`src/rtl/reg_bank_ctr_if.sv`:
```
// -----------------------------------------------------------------------------
// reg_bank_ctr_if
// Bundles the operation/bus signals between the datapath controller and the
// register bank so both sides see one named connection.
//
// Signals:
//   op      operation code for register `sel`
//   sel     destination register index
//   rd_sel  read index for out/zero, also COPY source
//   bus1    accumulator/ALU result bus
//   bus2    data/memory bus
//   limit   wrap limit used by INC/DEC
//   out     R[rd_sel] (combinational)
//   zero    high when out == 0 (combinational)
//   wrap    registered one-cycle pulse after an INC/DEC wrap
//
// Modports:
//   master  controller side, drives the op/bus signals and reads results
//   slave   register bank side
// -----------------------------------------------------------------------------
interface reg_bank_ctr_if #(
    parameter int WIDTH = 8,
    parameter int SELW  = 2
);

    logic [2:0]       op;
    logic [SELW-1:0]  sel;
    logic [SELW-1:0]  rd_sel;
    logic [WIDTH-1:0] bus1;
    logic [WIDTH-1:0] bus2;
    logic [WIDTH-1:0] limit;
    logic [WIDTH-1:0] out;
    logic             zero;
    logic             wrap;

    modport master (
        output op,
        output sel,
        output rd_sel,
        output bus1,
        output bus2,
        output limit,
        input  out,
        input  zero,
        input  wrap
    );

    modport slave (
        input  op,
        input  sel,
        input  rd_sel,
        input  bus1,
        input  bus2,
        input  limit,
        output out,
        output zero,
        output wrap
    );

endinterface

```
`src/rtl/reg_bank_ctr.sv`:
```
// -----------------------------------------------------------------------------
// reg_bank_ctr
// Bank of NREGS general-purpose registers for the down-sampling datapath.
// Each register can load from bus1 or bus2, clear, copy from another
// register, or count up/down with a programmable wrap limit. One register is
// read combinationally onto `out` together with a zero flag. All state
// updates happen on the falling edge of clk; the controller drives the inputs
// on the rising edge so they are stable at the update edge.
//
// Parameters:
//   WIDTH  register and bus width in bits
//   NREGS  number of registers, 2..2**SELW
//   SELW   width of the register select fields
//
// Ports:
//   clk    clock, state updates on the falling edge
//   rst    synchronous active-high reset, sampled on the falling edge
//   bus    reg_bank_ctr_if slave modport (op, sel, rd_sel, bus1, bus2,
//          limit in; out, zero, wrap out)
// -----------------------------------------------------------------------------
module reg_bank_ctr #(
    parameter int WIDTH = 8,
    parameter int NREGS = 4,
    parameter int SELW  = 2
) (
    input  logic           clk,
    input  logic           rst,
    reg_bank_ctr_if.slave  bus
);

    typedef enum logic [2:0] {
        OP_NOP  = 3'b000,
        OP_LD1  = 3'b001,
        OP_LD2  = 3'b010,
        OP_CLR  = 3'b011,
        OP_INC  = 3'b100,
        OP_DEC  = 3'b101,
        OP_COPY = 3'b110,
        OP_RSVD = 3'b111
    } opcode_t;

    // Register count expressed one bit wider than the select fields so that
    // NREGS == 2**SELW still fits and index checks stay width-matched.
    localparam logic [SELW:0]    NREGS_W = (SELW+1)'(NREGS);
    localparam logic [WIDTH-1:0] ONE     = WIDTH'(1);
    localparam logic [WIDTH-1:0] ALL1    = '1;

    logic [WIDTH-1:0] r_regs [NREGS];
    logic             r_wrap;

    logic             w_selValid;
    logic             w_rdValid;
    logic [WIDTH-1:0] w_rdData;
    logic [WIDTH-1:0] w_curVal;
    logic [WIDTH-1:0] w_nextVal;
    logic             w_wrEn;
    logic             w_wrapNext;
    opcode_t          w_op;

    assign w_selValid = ({1'b0, bus.sel}    < NREGS_W);
    assign w_rdValid  = ({1'b0, bus.rd_sel} < NREGS_W);
    assign w_op       = opcode_t'(bus.op);

    // Read port: an out-of-range read index returns zero, which also makes a
    // COPY from a non-existent register write zero.
    always_comb begin
        w_rdData = '0;
        for (int i = 0; i < NREGS; i++) begin
            if (w_rdValid && ({1'b0, bus.rd_sel} == (SELW+1)'(i))) begin
                w_rdData = r_regs[i];
            end
        end
    end

    // Current value of the destination register, used by INC/DEC to decide
    // whether this edge wraps.
    always_comb begin
        w_curVal = '0;
        for (int i = 0; i < NREGS; i++) begin
            if ({1'b0, bus.sel} == (SELW+1)'(i)) begin
                w_curVal = r_regs[i];
            end
        end
    end

    // Operation decode. Writes to an out-of-range destination are dropped and
    // never raise wrap. INC treats all-ones as a second wrap point so a
    // register loaded above the limit still counts up and wraps to zero.
    always_comb begin
        w_wrEn     = 1'b0;
        w_nextVal  = w_curVal;
        w_wrapNext = 1'b0;
        unique case (w_op)
            OP_LD1: begin
                w_wrEn    = 1'b1;
                w_nextVal = bus.bus1;
            end
            OP_LD2: begin
                w_wrEn    = 1'b1;
                w_nextVal = bus.bus2;
            end
            OP_CLR: begin
                w_wrEn    = 1'b1;
                w_nextVal = '0;
            end
            OP_INC: begin
                w_wrEn = 1'b1;
                if ((w_curVal == bus.limit) || (w_curVal == ALL1)) begin
                    w_nextVal  = '0;
                    w_wrapNext = 1'b1;
                end else begin
                    w_nextVal = w_curVal + ONE;
                end
            end
            OP_DEC: begin
                w_wrEn = 1'b1;
                if (w_curVal == '0) begin
                    w_nextVal  = bus.limit;
                    w_wrapNext = 1'b1;
                end else begin
                    w_nextVal = w_curVal - ONE;
                end
            end
            OP_COPY: begin
                w_wrEn    = (bus.sel != bus.rd_sel);
                w_nextVal = w_rdData;
            end
            OP_NOP, OP_RSVD: begin
                w_wrEn = 1'b0;
            end
            default: begin
                w_wrEn = 1'b0;
            end
        endcase
        if (!w_selValid) begin
            w_wrEn     = 1'b0;
            w_wrapNext = 1'b0;
        end
    end

    // Register bank and wrap pulse, updated on the falling edge. Reset wins
    // over any operation presented in the same cycle and that operation is
    // simply lost. wrap is rewritten every edge so it lasts exactly one cycle
    // unless the next op wraps again.
    always_ff @(negedge clk) begin
        if (rst) begin
            for (int i = 0; i < NREGS; i++) begin
                r_regs[i] <= '0;
            end
            r_wrap <= 1'b0;
        end else begin
            for (int i = 0; i < NREGS; i++) begin
                if (w_wrEn && ({1'b0, bus.sel} == (SELW+1)'(i))) begin
                    r_regs[i] <= w_nextVal;
                end
            end
            r_wrap <= w_wrapNext;
        end
    end

    assign bus.out  = w_rdData;
    assign bus.zero = (w_rdData == '0);
    assign bus.wrap = r_wrap;

endmodule

```
`src/flat_wrapper.sv`:
```
// flat-port wrapper written by rule: the top's interface ports become plain ports
module reg_bank_ctr_flat 
#(
    parameter int WIDTH = 8,
    parameter int NREGS = 4,
    parameter int SELW  = 2
)
  (clk, rst, bus_op, bus_sel, bus_rd_sel, bus_bus1, bus_bus2, bus_limit, bus_out, bus_zero, bus_wrap);
  reg_bank_ctr_if #(.WIDTH(WIDTH), .SELW(SELW)) bus_i ();
  input  logic clk;
  input  logic rst;
  input wire logic [$bits(bus_i.op)-1:0] bus_op;
  input wire logic [$bits(bus_i.sel)-1:0] bus_sel;
  input wire logic [$bits(bus_i.rd_sel)-1:0] bus_rd_sel;
  input wire logic [$bits(bus_i.bus1)-1:0] bus_bus1;
  input wire logic [$bits(bus_i.bus2)-1:0] bus_bus2;
  input wire logic [$bits(bus_i.limit)-1:0] bus_limit;
  output wire logic [$bits(bus_i.out)-1:0] bus_out;
  output wire logic [$bits(bus_i.zero)-1:0] bus_zero;
  output wire logic [$bits(bus_i.wrap)-1:0] bus_wrap;
  assign bus_i.op = bus_op;
  assign bus_i.sel = bus_sel;
  assign bus_i.rd_sel = bus_rd_sel;
  assign bus_i.bus1 = bus_bus1;
  assign bus_i.bus2 = bus_bus2;
  assign bus_i.limit = bus_limit;
  assign bus_out = bus_i.out;
  assign bus_zero = bus_i.zero;
  assign bus_wrap = bus_i.wrap;
  reg_bank_ctr #(.WIDTH(WIDTH), .NREGS(NREGS), .SELW(SELW)) u_core (.clk(clk), .rst(rst), .bus(bus_i));
endmodule
```
`config.mk`:
```
export PLATFORM = sky130hd
export DESIGN_NAME = reg_bank_ctr_flat
export DESIGN_NICKNAME = d
export VERILOG_FILES = /design/src/rtl/reg_bank_ctr_if.sv /design/src/rtl/reg_bank_ctr.sv /design/src/flat_wrapper.sv
export SDC_FILE = /design/constraint.sdc
export NUM_CORES = 1
export LEC_CHECK = 0
export ABC_AREA = 1
export BUFFER_PORTS_ARGS = -buffer_cell sky130_fd_sc_hd__buf_2
export CAP_MARGIN = 20
export CORE_ASPECT_RATIO = 1.4
export CORE_MARGIN = 3
export CORE_UTILIZATION = 55
export CTS_CLUSTER_SIZE = 25
export DETAILED_ROUTE_END_ITERATION = 12
export PLACE_DENSITY_LB_ADDON = 0.05
export SLEW_MARGIN = 10
export SYNTH_ARGS = -nofsm -noshare
export SYNTH_HDL_FRONTEND = slang
export SYNTH_SLANG_ARGS = --single-unit
```
`constraint.sdc`:
```
create_clock -name clk -period 2.6 [get_ports clk]
set_input_delay 0 -clock clk [delete_from_list [all_inputs] [get_ports clk]]
set_output_delay 0 -clock clk [all_outputs]
set_load 0.005 [all_outputs]
```
==> results of run 1 <==
-- stage by stage --
| stage | instances | cell area (um2) | hold slack [ns] | setup slack (ns) |
|---|---|---|---|---|
| 3_5_place_dp | 630 | 4000 | 0.690 | -0.785 |
| 2_1_floorplan | 438 | 3060 | 0.266 | -0.366 |
| 3_3_place_gp | 630 | 4000 | 0.682 | -0.743 |
| 4_1_cts | 698 | 4730 | 0.675 | -0.418 |
-- repair_timing --
action	4_1_cts
hold buffers	0
pin swaps	48
gates cloned	1
endpoints found under the setup margin	39
resized for setup	85
setup buffers	29
-- cell families after synthesis --
kind of cell / synth area share
AO/OA/AOI/OAI: 0.0493
XOR/XNOR: 0.0177
adder cells (fa/ha/maj): 0.0126
buffers and inverters: 0.0775
flip-flops: 0.330
AND/OR/NAND/NOR: 0.513
==> metrics.cfg, run 1 <==
[outcome]
result_of_the_run=stopped before the end
failing_step=5_1_grt
toolErrorMsg=[ERROR DPL-0038] Utilization greater than 100%, impossible to legalize

[floorplan]
die_y_um=93.0
floorplan.rows=31
ios=43
starting_density_of_the_core=0.572
die-width_um=68.1

[placement]
global_placement_routability_congestion=0.978
post-dp-hpwl_mm=8.34
port_buffers=42

[synthesis]
netlist_area_mm2=0.00297
yosysTopAreaCellShare=0.323
post-synth-top-count-cell=nand2_1
cell_types_with_the_largest_area_share_after_synthesis=edfxtp_1 32%, nand2_1 19%, nand3_1 7.9%, nor2_1 6.9%, inv_1 4.9%
async_set_reset_flop_share_out_of_synthesis=0
netlist_top_cells_count=152 x nand2_1, 55 x nor2_1, 47 x nand3_1
synth-warning-count=0
synth_sequential_area_ratio=0.330
synth-edff-count=32
post_synth_num_cell_types=37
postSynthAreaPerCell_um2=6.78
postSynthNetCount=474
yosysTopAreaCell=edfxtp_1
synth-seq-cells=33
synthesis.instances=438
yosys_most_used_dff=edfxtp_1

[sta]
grt_repair_worst_endpoint=bus_zero
worst-endpoint-pin-kind=output port

[clock_network]
cts.path.max_buffers=2
root_buffer=clkbuf_8
cts_made_buffers=5
clock-sinks=33
h-tree-depth=2

[global_routing]
grt_start_max_net_pins=11

==> run 2: changes to the inputs <==
--- a/config.mk
+++ b/config.mk
@@ -8,12 +8,10 @@
 export ABC_AREA = 1
 export BUFFER_PORTS_ARGS = -buffer_cell sky130_fd_sc_hd__buf_2
 export CAP_MARGIN = 20
-export CORE_ASPECT_RATIO = 1.4
 export CORE_MARGIN = 3
-export CORE_UTILIZATION = 55
-export CTS_CLUSTER_SIZE = 25
+export CORE_UTILIZATION = 40
 export DETAILED_ROUTE_END_ITERATION = 12
-export PLACE_DENSITY_LB_ADDON = 0.05
+export PLACE_DENSITY_LB_ADDON = 0.15
 export SLEW_MARGIN = 10
 export SYNTH_ARGS = -nofsm -noshare
 export SYNTH_HDL_FRONTEND = slang
==> run 2 against run 1 <==
Net effect:
- the flow now finishes, with violations (setup timing)
- area after synthesis did not move
- synthesized cell count did not move
==> metrics.cfg, run 2 <==
[run]
max_cap_viol_count=0

[routing]
antenna_violating_nets_post_route=0
detailedRoute.firstIterationViolations=374
detail_route.wl_per_cell_um=15.9
firstDrtPassIters=6
remaining_drc_errors=0
post_drt_via_cell_ratio=5.35
dr_total_vias=3956
wl_mm=11.8

[synthesis]
post-synth-top-count-cell=nand2_1
adder_cell_share_of_the_synthesized_area=0.0126  ; unchanged
yosysTopAreaCellShare=0.323  ; unchanged
post_synth_num_cell_types=37  ; unchanged
synth_compound_gate_area_share=0.0493  ; unchanged
netlist_area_mm2=0.00297  ; unchanged
synth-edff-count=32  ; unchanged
synthSimpleGateAreaFrac=0.513  ; unchanged
synth-warning-count=0  ; unchanged
yosys.area_share.xor_xnor=0.0177  ; unchanged
synth-seq-cells=33  ; unchanged
cell_types_with_the_largest_area_share_after_synthesis=edfxtp_1 32%, nand2_1 19%, nand3_1 7.9%, nor2_1 6.9%, inv_1 4.9%
postSynthAreaPerCell_um2=6.78  ; unchanged
combinational_family_with_the_most_area_after_synthesis=simple AND/OR/NAND/NOR gates
postSynthNetCount=474  ; unchanged
yosys_most_used_dff=edfxtp_1
synth_sequential_area_ratio=0.330  ; unchanged
async_set_reset_flop_share_out_of_synthesis=0  ; unchanged
netlist_top_cells_count=152 x nand2_1, 55 x nor2_1, 47 x nand3_1
yosysTopAreaCell=edfxtp_1
synth.area.mux_share=0  ; unchanged
synthesis.instances=438  ; unchanged

[sta]
grt_setup_unrepaired=yes
slew_headroom=0.545
hold_viol=0
worst_clock_skew_ns=0.0232
tns_ns=-9.18
post_route_worst_setup_slack_ns=-0.511
timing_worst_slew_pin_value_ns=0.680
slew_viol_final=0
setup_viol=34

[outcome]
result_of_the_run=finished, violations left
failing_checks=setup timing

[global_routing]
grtUsageMet2=0.431
grt_pass1_wl_mm=17.4
grt_util_all_layers=0.262
grt.met3_usage=0.0689
globalRouteOverflowTotal=0
groute.layer.met1.usage=0.333
grt_pass1_vias=3650
grt_most_used_layer=met2
grt_start_max_net_pins=14
grt_antenna_before_repair=0

[floorplan]
die-area_mm2=0.00850
starting_density_of_the_core=0.426  ; -0.146
design.core.area_mm2=0.00698
die-width_um=92.2  ; +35%
die_y_um=92.2  ; -0.84%
ios=43  ; unchanged
floorplan.rows=30  ; -3.2%

[clock_network]
cts_made_buffers=5  ; unchanged
clock-sinks=33  ; unchanged
tritoncts_clock_tree=built
root_buffer=clkbuf_8
cts.reportedPaths.clkPinSlew_ns=0.03
h-tree-depth=2  ; unchanged
worstSkewPairLatency_ns=0.36
cts.path.max_buffers=2  ; unchanged

[setup_path]
critical-path-max-stage-delay_ns=0.38
r2r_cells=15
element_type_at_the_critical_path_end=output pin
critical_path_arrival_ns=3.11
cp_common_cell=buf_4
critical_path.startpoint_type=flip-flop
critical_path.top_delay_family=simple AND/OR/NAND/NOR gates
crit_fanout=2
critical_path_buf_inv_count=3
critPathSlowestCell=edfxtp_1
worst-endpoint-required_ns=2.60
timing.setup.critical_path_class=flip-flop to output pin
crit_cells=7
cp_cell_sequence=nand2_2, o2111ai_2, buf_4, nor4_4, buf_4, and2_4, buf_6

[placement]
port_buffers=42  ; unchanged
placement.setup.worst_slack_ns=-0.810  ; -0.0250 ns
dp_cells=671  ; +6.5%
global_placement_routability_congestion=0.936  ; -4.4%
post-dp-hpwl_mm=8.36  ; +0.24%

[finish]
utilization=0.714
instances_no_fill=739
antenna_cells=0
n_fill_cell=557
area.growth.synth_to_final_pct=67.8
final_cell_mix=126 x nand2_1, 112 x buf_4, 66 x inv_1
layout-drive-gt1-share=0.459
largest_reg_flops=32
area_of_the_multi_input_gates_mm2=0.00215
regMostFlops=u_core.r_regs
area_occupied_by_registers_um2=981
commonest_non_fill_non_tap_cell_in_the_layout=nand2_1
design.final.nets=679

[power_and_ir_drop]
p_int_mw=1.27
pwr-share-seq=0.312
power.switching_uw=813
combinationalPowerShare=0.411
cellPowerDensity_mw_per_mm2=417
irDropWorstVdd_v=0.000415
power_frac_clock=0.277
switching_power_as_a_share_of_total_power=0.391
power.leakage_nw=2.51

[min_path]
min_path_type=primary input to output pin
timing.hold.worst_path_depth=6

## run 2: power by group through the flow
stage | combinational, mW | sequential, mW | clock (mW)
after floorplan | 0.357 | 0.648 | 0.0785
after global placement | 0.648 | 0.654 | 0.0785
after detailed placement | 0.659 | 0.655 | 0.0785
after CTS | 0.723 | 0.648 | 0.590
after global routing | 0.914 | 0.650 | 0.676
final | 0.854 | 0.649 | 0.575
## run 2: cells by family (layout without fill, tap and decap cells)
family          Yosys count  count (layout)
compound gates           25              25
fa+ha+maj                 3               3
flops                    33              33
xor+xnor                  6               6
simple gates            322             323
buf+inv                  49             253
## run 2: path summary, 6_finish.rpt
| check | start | endpoint | slack (ns) |
|---|---|---|---|
| worst max-delay path | u_core.r_regs[0][24] | bus_zero | -0.51 |
| worst min-delay path | bus_rd_sel[0] | bus_out[6] | 0.64 |
| worst max register to register | u_core.r_regs[0][17] | u_core.r_regs[0][22] | 0.17 |
| worst min register to register | u_core.r_regs[0][30] | u_core.r_regs[0][6] | 1.05 |
## run 2: cell type report
cell class,count,share of cell area
clock buffer,5,0.0138
clock inverter,35,0.0276
inverter,42,0.0359
multi-input combinational,357,0.432
sequential,33,0.197
tap,96,0.0241
timing repair buffer,171,0.270
## run 2: worst register-to-register path, stage by stage, from the launching register on
cell and delay, ns:
edfxtp_1 0.40, buf_4 0.15, buf_4 0.12, nand3_2 0.10
nand3_4 0.09, nor2_4 0.25, ha_4 0.19, inv_2 0.04
nor2_4 0.16, nand4_1 0.13, nand2_1 0.09, nand2_1 0.06
a21oi_2 0.14, nand2_1 0.07, nand2_2 0.12, nor2_1 0.06
## run 2: through the flow
| step | total power [mW] | cell area, um2 | hold slack [ns] |
|---|---|---|---|
| global route | 2.24 | 4990 | 0.675 |
| global placement | 1.38 | 4110 | 0.621 |
| floorplan | 1.08 | 3060 | 0.266 |
| CTS | 1.96 | 4560 | 0.624 |
| detailed placement | 1.39 | 4110 | 0.624 |
| finish | 2.08 | 4990 | 0.637 |
## run 2: timing repair
item                                    in CTS  in global routing
gates cloned                                 2                  1
hold buffers                                 0                  0
endpoints found under the setup margin      37                 41
resized for setup                           39                 66
pin swaps                                   23                 42
endpoints found under the hold margin        0                  0
buffers inserted                             8                 18
## run 2: layer usage
metal  vias up  part of all wire
met5         -                 0
met4         0             0.033
met3        42             0.078
met2       208              0.49
met1      1850              0.40
li1       1856                 -
Power figures use the tool's default switching activity.
